$ cat src/rtl/min_code_enumerator_pkg.sv
// Shared types and helpers for the code enumerator: the f classifier, scan bounds, FSM states.
// MINENUM_FULL_RANGE_EN (top) selects IDX_MAX_FULL instead of IDX_MAX_BCD.
package minimization_pkg;

  localparam logic [3:0] IDX_MAX_BCD  = 4'd9;
  localparam logic [3:0] IDX_MAX_FULL = 4'd15;

  typedef enum logic [1:0] {
    IDLE = 2'd0,
    SCAN = 2'd1,
    DONE = 2'd2
  } state_t;

  function automatic logic [1:0] min_f(input logic [3:0] d);
    logic [1:0] f;
    case (d)
      4'd0, 4'd3, 4'd5, 4'd8: f = 2'd3;
      4'd1, 4'd6, 4'd14:      f = 2'd2;
      4'd2, 4'd7:             f = 2'd1;
      default:                f = 2'd0;
    endcase
    return f;
  endfunction

  // True when some digit strictly above idx, up to max, classifies to code.
  function automatic logic min_any_above(input logic [3:0] idx,
                                         input logic [1:0] code,
                                         input logic [3:0] max);
    logic       found;
    logic [3:0] d;
    found = 1'b0;
    for (int unsigned i = 0; i < 16; i++) begin
      d = 4'(i);
      if ((d > idx) && (d <= max) && (min_f(d) == code))
        found = 1'b1;
    end
    return found;
  endfunction

endpackage

$ cat src/rtl/min_code_enumerator_if.sv
// Request / digit-stream / completion bundle for min_code_enumerator.
interface min_code_enumerator_if #(
  parameter int unsigned DIGIT_W = 4,
  parameter int unsigned CODE_W  = 2
);
  logic               req_valid;
  logic               req_ready;
  logic [CODE_W-1:0]  req_code;
  logic               out_valid;
  logic               out_ready;
  logic [DIGIT_W-1:0] out_digit;
  logic               out_last;
  logic               done;
  logic [DIGIT_W-1:0] match_count;

  modport slave (
    input  req_valid, req_code, out_ready,
    output req_ready, out_valid, out_digit, out_last, done, match_count
  );

  modport master (
    output req_valid, req_code, out_ready,
    input  req_ready, out_valid, out_digit, out_last, done, match_count
  );
endinterface

$ cat src/rtl/min_code_enumerator_lut.sv
// Combinational wrapper around the f classifier used to test each scanned index.
module min_code_lut
  import minimization_pkg::*;
(
  input  logic [3:0] digit,
  output logic [1:0] code
);
  always_comb begin
    code = min_f(digit);
  end
endmodule

$ cat src/rtl/min_code_enumerator.sv
// Enumerates, in ascending order, every digit whose class equals the requested code.
// Define MINENUM_FULL_RANGE_EN to scan 0..15 instead of the BCD range 0..9.
module min_code_enumerator
  import minimization_pkg::*;
#(
  parameter int unsigned DIGIT_W = 4,
  parameter int unsigned CODE_W  = 2
) (
  input  logic                  clk,
  input  logic                  rst_n,
  min_code_enumerator_if.slave  bus
);

`ifdef MINENUM_FULL_RANGE_EN
  localparam logic [DIGIT_W-1:0] IDX_MAX = IDX_MAX_FULL;
`else
  localparam logic [DIGIT_W-1:0] IDX_MAX = IDX_MAX_BCD;
`endif

  state_t             state, state_d;
  logic [DIGIT_W-1:0] idx, idx_d;
  logic [CODE_W-1:0]  code_q, code_d;
  logic [DIGIT_W-1:0] count_q, count_d;
  logic [CODE_W-1:0]  f_idx;
  logic               match;
  logic               advance;

  min_code_lut u_lut (
    .digit (idx),
    .code  (f_idx)
  );

  assign match = (f_idx == code_q);

  always_ff @(posedge clk) begin
    if (!rst_n) begin
      state   <= IDLE;
      idx     <= '0;
      code_q  <= '0;
      count_q <= '0;
    end else begin
      state   <= state_d;
      idx     <= idx_d;
      code_q  <= code_d;
      count_q <= count_d;
    end
  end

  // A non-matching index is skipped immediately; a matching one waits for the consumer.
  always_comb begin
    state_d = state;
    idx_d   = idx;
    code_d  = code_q;
    count_d = count_q;
    advance = 1'b0;
    case (state)
      IDLE: begin
        if (bus.req_valid) begin
          code_d  = bus.req_code;
          idx_d   = '0;
          count_d = '0;
          state_d = SCAN;
        end
      end
      SCAN: begin
        advance = !match || bus.out_ready;
        if (match && bus.out_ready)
          count_d = count_q + DIGIT_W'(1);
        if (advance) begin
          if (idx == IDX_MAX)
            state_d = DONE;
          else
            idx_d = idx + DIGIT_W'(1);
        end
      end
      DONE:    state_d = IDLE;
      default: state_d = IDLE;
    endcase
  end

  assign bus.req_ready   = (state == IDLE);
  assign bus.out_valid   = (state == SCAN) && match;
  assign bus.out_digit   = bus.out_valid ? idx : '0;
  assign bus.out_last    = bus.out_valid && !min_any_above(idx, code_q, IDX_MAX);
  assign bus.done        = (state == DONE);
  assign bus.match_count = count_q;

endmodule

$ cat src/flat_wrapper.sv
// flat-port wrapper written by rule: the top's interface ports become plain ports
module min_code_enumerator_flat import minimization_pkg::*;
#(
  parameter int unsigned DIGIT_W = 4,
  parameter int unsigned CODE_W  = 2
)
  (clk, rst_n, bus_req_valid, bus_req_code, bus_out_ready, bus_req_ready, bus_out_valid, bus_out_digit, bus_out_last, bus_done, bus_match_count);
  min_code_enumerator_if #(.DIGIT_W(DIGIT_W), .CODE_W(CODE_W)) bus_i ();
  input  logic clk;
  input  logic rst_n;
  input wire logic [$bits(bus_i.req_valid)-1:0] bus_req_valid;
  input wire logic [$bits(bus_i.req_code)-1:0] bus_req_code;
  input wire logic [$bits(bus_i.out_ready)-1:0] bus_out_ready;
  output wire logic [$bits(bus_i.req_ready)-1:0] bus_req_ready;
  output wire logic [$bits(bus_i.out_valid)-1:0] bus_out_valid;
  output wire logic [$bits(bus_i.out_digit)-1:0] bus_out_digit;
  output wire logic [$bits(bus_i.out_last)-1:0] bus_out_last;
  output wire logic [$bits(bus_i.done)-1:0] bus_done;
  output wire logic [$bits(bus_i.match_count)-1:0] bus_match_count;
  assign bus_i.req_valid = bus_req_valid;
  assign bus_i.req_code = bus_req_code;
  assign bus_i.out_ready = bus_out_ready;
  assign bus_req_ready = bus_i.req_ready;
  assign bus_out_valid = bus_i.out_valid;
  assign bus_out_digit = bus_i.out_digit;
  assign bus_out_last = bus_i.out_last;
  assign bus_done = bus_i.done;
  assign bus_match_count = bus_i.match_count;
  min_code_enumerator #(.DIGIT_W(DIGIT_W), .CODE_W(CODE_W)) u_core (.clk(clk), .rst_n(rst_n), .bus(bus_i));
endmodule
$ cat config.mk
export PLATFORM = sky130hd
export DESIGN_NAME = min_code_enumerator_flat
export DESIGN_NICKNAME = d
export VERILOG_FILES = /design/src/rtl/min_code_enumerator_pkg.sv /design/src/rtl/min_code_enumerator_if.sv /design/src/rtl/min_code_enumerator_lut.sv /design/src/rtl/min_code_enumerator.sv /design/src/flat_wrapper.sv
export SDC_FILE = /design/constraint.sdc
export NUM_CORES = 1
export LEC_CHECK = 0
export BUFFER_PORTS_ARGS = -buffer_cell sky130_fd_sc_hd__buf_2
export CORE_MARGIN = 4
export CORE_UTILIZATION = 56
export CTS_BUF_LIST = sky130_fd_sc_hd__clkbuf_16
export CTS_CLUSTER_DIAMETER = 40
export DETAILED_ROUTE_END_ITERATION = 8
export PLACE_DENSITY = 0.8
export SLEW_MARGIN = 40
export SYNTH_ARGS = -nofsm -noshare
export SYNTH_HDL_FRONTEND = slang
export SYNTH_SLANG_ARGS = --single-unit
$ cat constraint.sdc
create_clock -name clk -period 5.9 [get_ports clk]
set_input_delay 0.59 -clock clk [delete_from_list [all_inputs] [get_ports clk]]
set_output_delay 0.59 -clock clk [all_outputs]
set_load 0.02 [all_outputs]
==> results.sh <==
export IMPL_synthCells=113
export IMPL_clock_skew_final_ns=0.00553
export IMPL_postRouteAntennaNets=0
export IMPL_cap_viol_max_count=0
export IMPL_worst_ir_drop_vdd_v=0.000331
export IMPL_cts_root_buffer="sky130_fd_sc_hd__clkbuf_16"
export IMPL_unrepaired_setup_endpoints_after_global_routing="no"
export IMPL_areaGrowthSynthToFinish_pct=18.3
export IMPL_cts_repair_timing_setup_buffer_count=0
export IMPL_final_period_utilization_pct=47.7
export IMPL_first_global_vias=827
export IMPL_fp_dieArea_um2=2520
export IMPL_num_rows=14
export IMPL_crit_fanout=10
export IMPL_worst_skew_pair_late_latency_ns=0.24
export IMPL_period_minus_slack_ns=2.82
export IMPL_nNetsFinal=148
export IMPL_worst_slew_pin_transition_ns=0.648
export IMPL_vias=871
export IMPL_finish_instance_area_um2=1180
export IMPL_synth_warnings=0
export IMPL_setup_ws_ns=3.08
export IMPL_grt_remaining_overflow=0
export IMPL_h_tree_levels=1
export IMPL_cts_tree="done"
export IMPL_layout_drive_gt1_share_pct=25.2
export IMPL_result_of_the_run="finished clean"
export IMPL_viasPerCell=5.62
export IMPL_postSynthAreaPerCell_um2=8.82
export IMPL_yosysUniqueCellTypes=46
export IMPL_timing_setup_tns_ns=0
export IMPL_hold_depth=2
export IMPL_totalPowerFinal_w=0.000276
export IMPL_die_width_um=50.2
export IMPL_floorplan_core_area_um2=1590
export IMPL_critPathRequiredTime_ns=6.06
export IMPL_antenna_cells_inserted=0
export IMPL_dr_pass1_iters=4
export IMPL_worst_slew_margin_rel_pct=56.7
export IMPL_crit_arrival_ns=2.98
export IMPL_worst_setup_path_type="reg -> reg"
export IMPL_most_common_cell_after_layout_fill_and_taps_aside="sky130_fd_sc_hd__buf_2"
export IMPL_power_density_nw_per_um2=234
export IMPL_wl_per_cell_um=14.0
export IMPL_initial_utilization_pct=62.6
export IMPL_post_cts_resized=0
export IMPL_post_placement_cell_area_um2=1100
export IMPL_drt_total_wl_um=2180
export IMPL_detailedPlacementHpwl_um=1670
export IMPL_final_max_slew_violation_count=0
export IMPL_post_route_drc_count=0
export IMPL_timing_critical_path_from_type="register"
export IMPL_die_height_um=50.2
export IMPL_seq_area_frac_synth_pct=28.1
export IMPL_grt_total_usage_pct=18.6
export IMPL_clock_tree_buffer_depth=2
export IMPL_grt_pass1_wl_um=3760
export IMPL_ioPinCount=18
export IMPL_synth_edff_count=0
export IMPL_grt_antenna_before_repair=0
export IMPL_synthArstFlopShare_pct=0
export IMPL_holdCritPathClass="reg -> reg"
export IMPL_synthFlopType="sky130_fd_sc_hd__dfxtp_1"
export IMPL_tritoncts_num_buffers=3
export IMPL_clock_sinks=14
export IMPL_maximum_number_of_pins_on_one_net_before_global_route_repair=11
export IMPL_final_weighted_congestion_in_routability_driven_placement=0.802
export IMPL_setup_violations=0
export IMPL_cts_hold_fix_bufs=0
export IMPL_leading_cell_types_in_the_layout_fill_and_taps_excluded="17 x sky130_fd_sc_hd__buf_2, 14 x sky130_fd_sc_hd__dfxtp_1, 10 x sky130_fd_sc_hd__nand2_1"
export IMPL_final_hold_violation_count=0
export IMPL_ys_seq_elements=14
export IMPL_drt_iter0_drcs=14
export IMPL_synth_fp_nets=128
export IMPL_power_static_leakage_nw=0.505
export IMPL_post_synth_instance_area_um2=997
export IMPL_place_worst_setup_slack_ns=3.00
export IMPL_fmax_mhz=355
export IMPL_timing_reg2reg_worst_path_depth=10
export IMPL_portBuffers=17
export IMPL_clk_pin_slew_worst_paths_ns=0.05
export IMPL_cp_end_kind="register"
-- state kept, by name (all words and copies together) (netlist names) --
name / flops
u_core.bus.match_count: 4
u_core.code_q: 2
u_core.idx: 4
u_core.state: 2
u_core.u_lut.code: 2
-- area by class of cell --
cell class | instances | area (um^2)
fillers | 137 | 414
flip-flops and latches | 14 | 280
multi-input cells | 91 | 687
inverters | 6 | 22.5
clock buffers | 3 | 75.1
repair buffers | 17 | 85.1
well taps | 24 | 30.0
-- power breakdown --
part	internal [W]	switching, W	total, W
combinational	0.0000166	0.0000280	0.0000446
sequential	0.0000996	0.00000699	0.000107
clock	0.0000885	0.0000364	0.000125
-- worst max-delay path: stages (launching register included) --
cell and delay (ns):
sky130_fd_sc_hd__dfxtp_1 0.41, sky130_fd_sc_hd__nand2b_1 0.29, sky130_fd_sc_hd__nor4_4 0.61, sky130_fd_sc_hd__o21ai_0 0.22
sky130_fd_sc_hd__a21oi_1 0.31, sky130_fd_sc_hd__inv_1 0.11, sky130_fd_sc_hd__ha_1 0.30, sky130_fd_sc_hd__nand3_1 0.07
sky130_fd_sc_hd__nor2_1 0.14, sky130_fd_sc_hd__o22ai_1 0.10, sky130_fd_sc_hd__o221ai_1 0.17
-- routing by layer --
layer | vias to the layer above | GRT usage, % | part of all wire, %
met1 | 399 | 24.0 | 46
met4 | 0 | 3.69 | 1.1
met2 | 25 | 31.7 | 48
met3 | 4 | 4.44 | 4.5
met5 | - | 0 | 0
li1 | 443 | - | -
-- cell usage after synthesis (3+ instances only) --
cell	count	area, um^2
sky130_fd_sc_hd__a21boi_0	5	37.5
sky130_fd_sc_hd__a21oi_1	4	20.0
sky130_fd_sc_hd__dfxtp_1	14	280
sky130_fd_sc_hd__ha_1	9	113
sky130_fd_sc_hd__inv_1	6	22.5
sky130_fd_sc_hd__nand2_1	10	37.5
sky130_fd_sc_hd__nand3_1	3	15.0
sky130_fd_sc_hd__nor2_1	9	33.8
sky130_fd_sc_hd__nor3b_1	3	22.5
sky130_fd_sc_hd__o21ai_0	4	20.0
-- stage by stage --
step | cells | hold WS [ns] | util (%)
2_1_floorplan | 113 | 0.511 | -
3_3_place_gp | 152 | 0.501 | 68.8
3_5_place_dp | 152 | 0.497 | 69.3
4_1_cts | 155 | 0.525 | 74.0
5_1_grt | 155 | 0.586 | 74.0
6_report | 155 | 0.523 | 74.0
-- kinds of logic (layout without fill, tap and decap cells) --
| logic type | count (synthesis) | after routing | share of synthesized area (%) |
|---|---|---|---|
| AO/OA/AOI/OAI | 28 | 28 | 20.1 |
| XOR/XNOR | 5 | 5 | 5.90 |
| adder cells (fa/ha/maj) | 9 | 9 | 11.3 |
| buffers and inverters | 8 | 26 | 3.76 |
| flip-flops | 14 | 14 | 28.1 |
| multiplexers | 3 | 3 | 3.51 |
| AND/OR/NAND/NOR | 46 | 46 | 27.4 |
-- path summary, 6_finish.rpt --
check	startpoint	endpoint	slack (ns)
worst max-delay path	u_core.state[0]	u_core.u_lut.code[1]	3.08
worst min-delay path	u_core.bus.match_count[3]	u_core.bus.match_count[3]	0.52
worst max register to register	u_core.state[0]	u_core.u_lut.code[1]	3.08
worst min register to register	u_core.bus.match_count[3]	u_core.bus.match_count[3]	0.52
No activity file was read; power rests on OpenSTA's default activity.
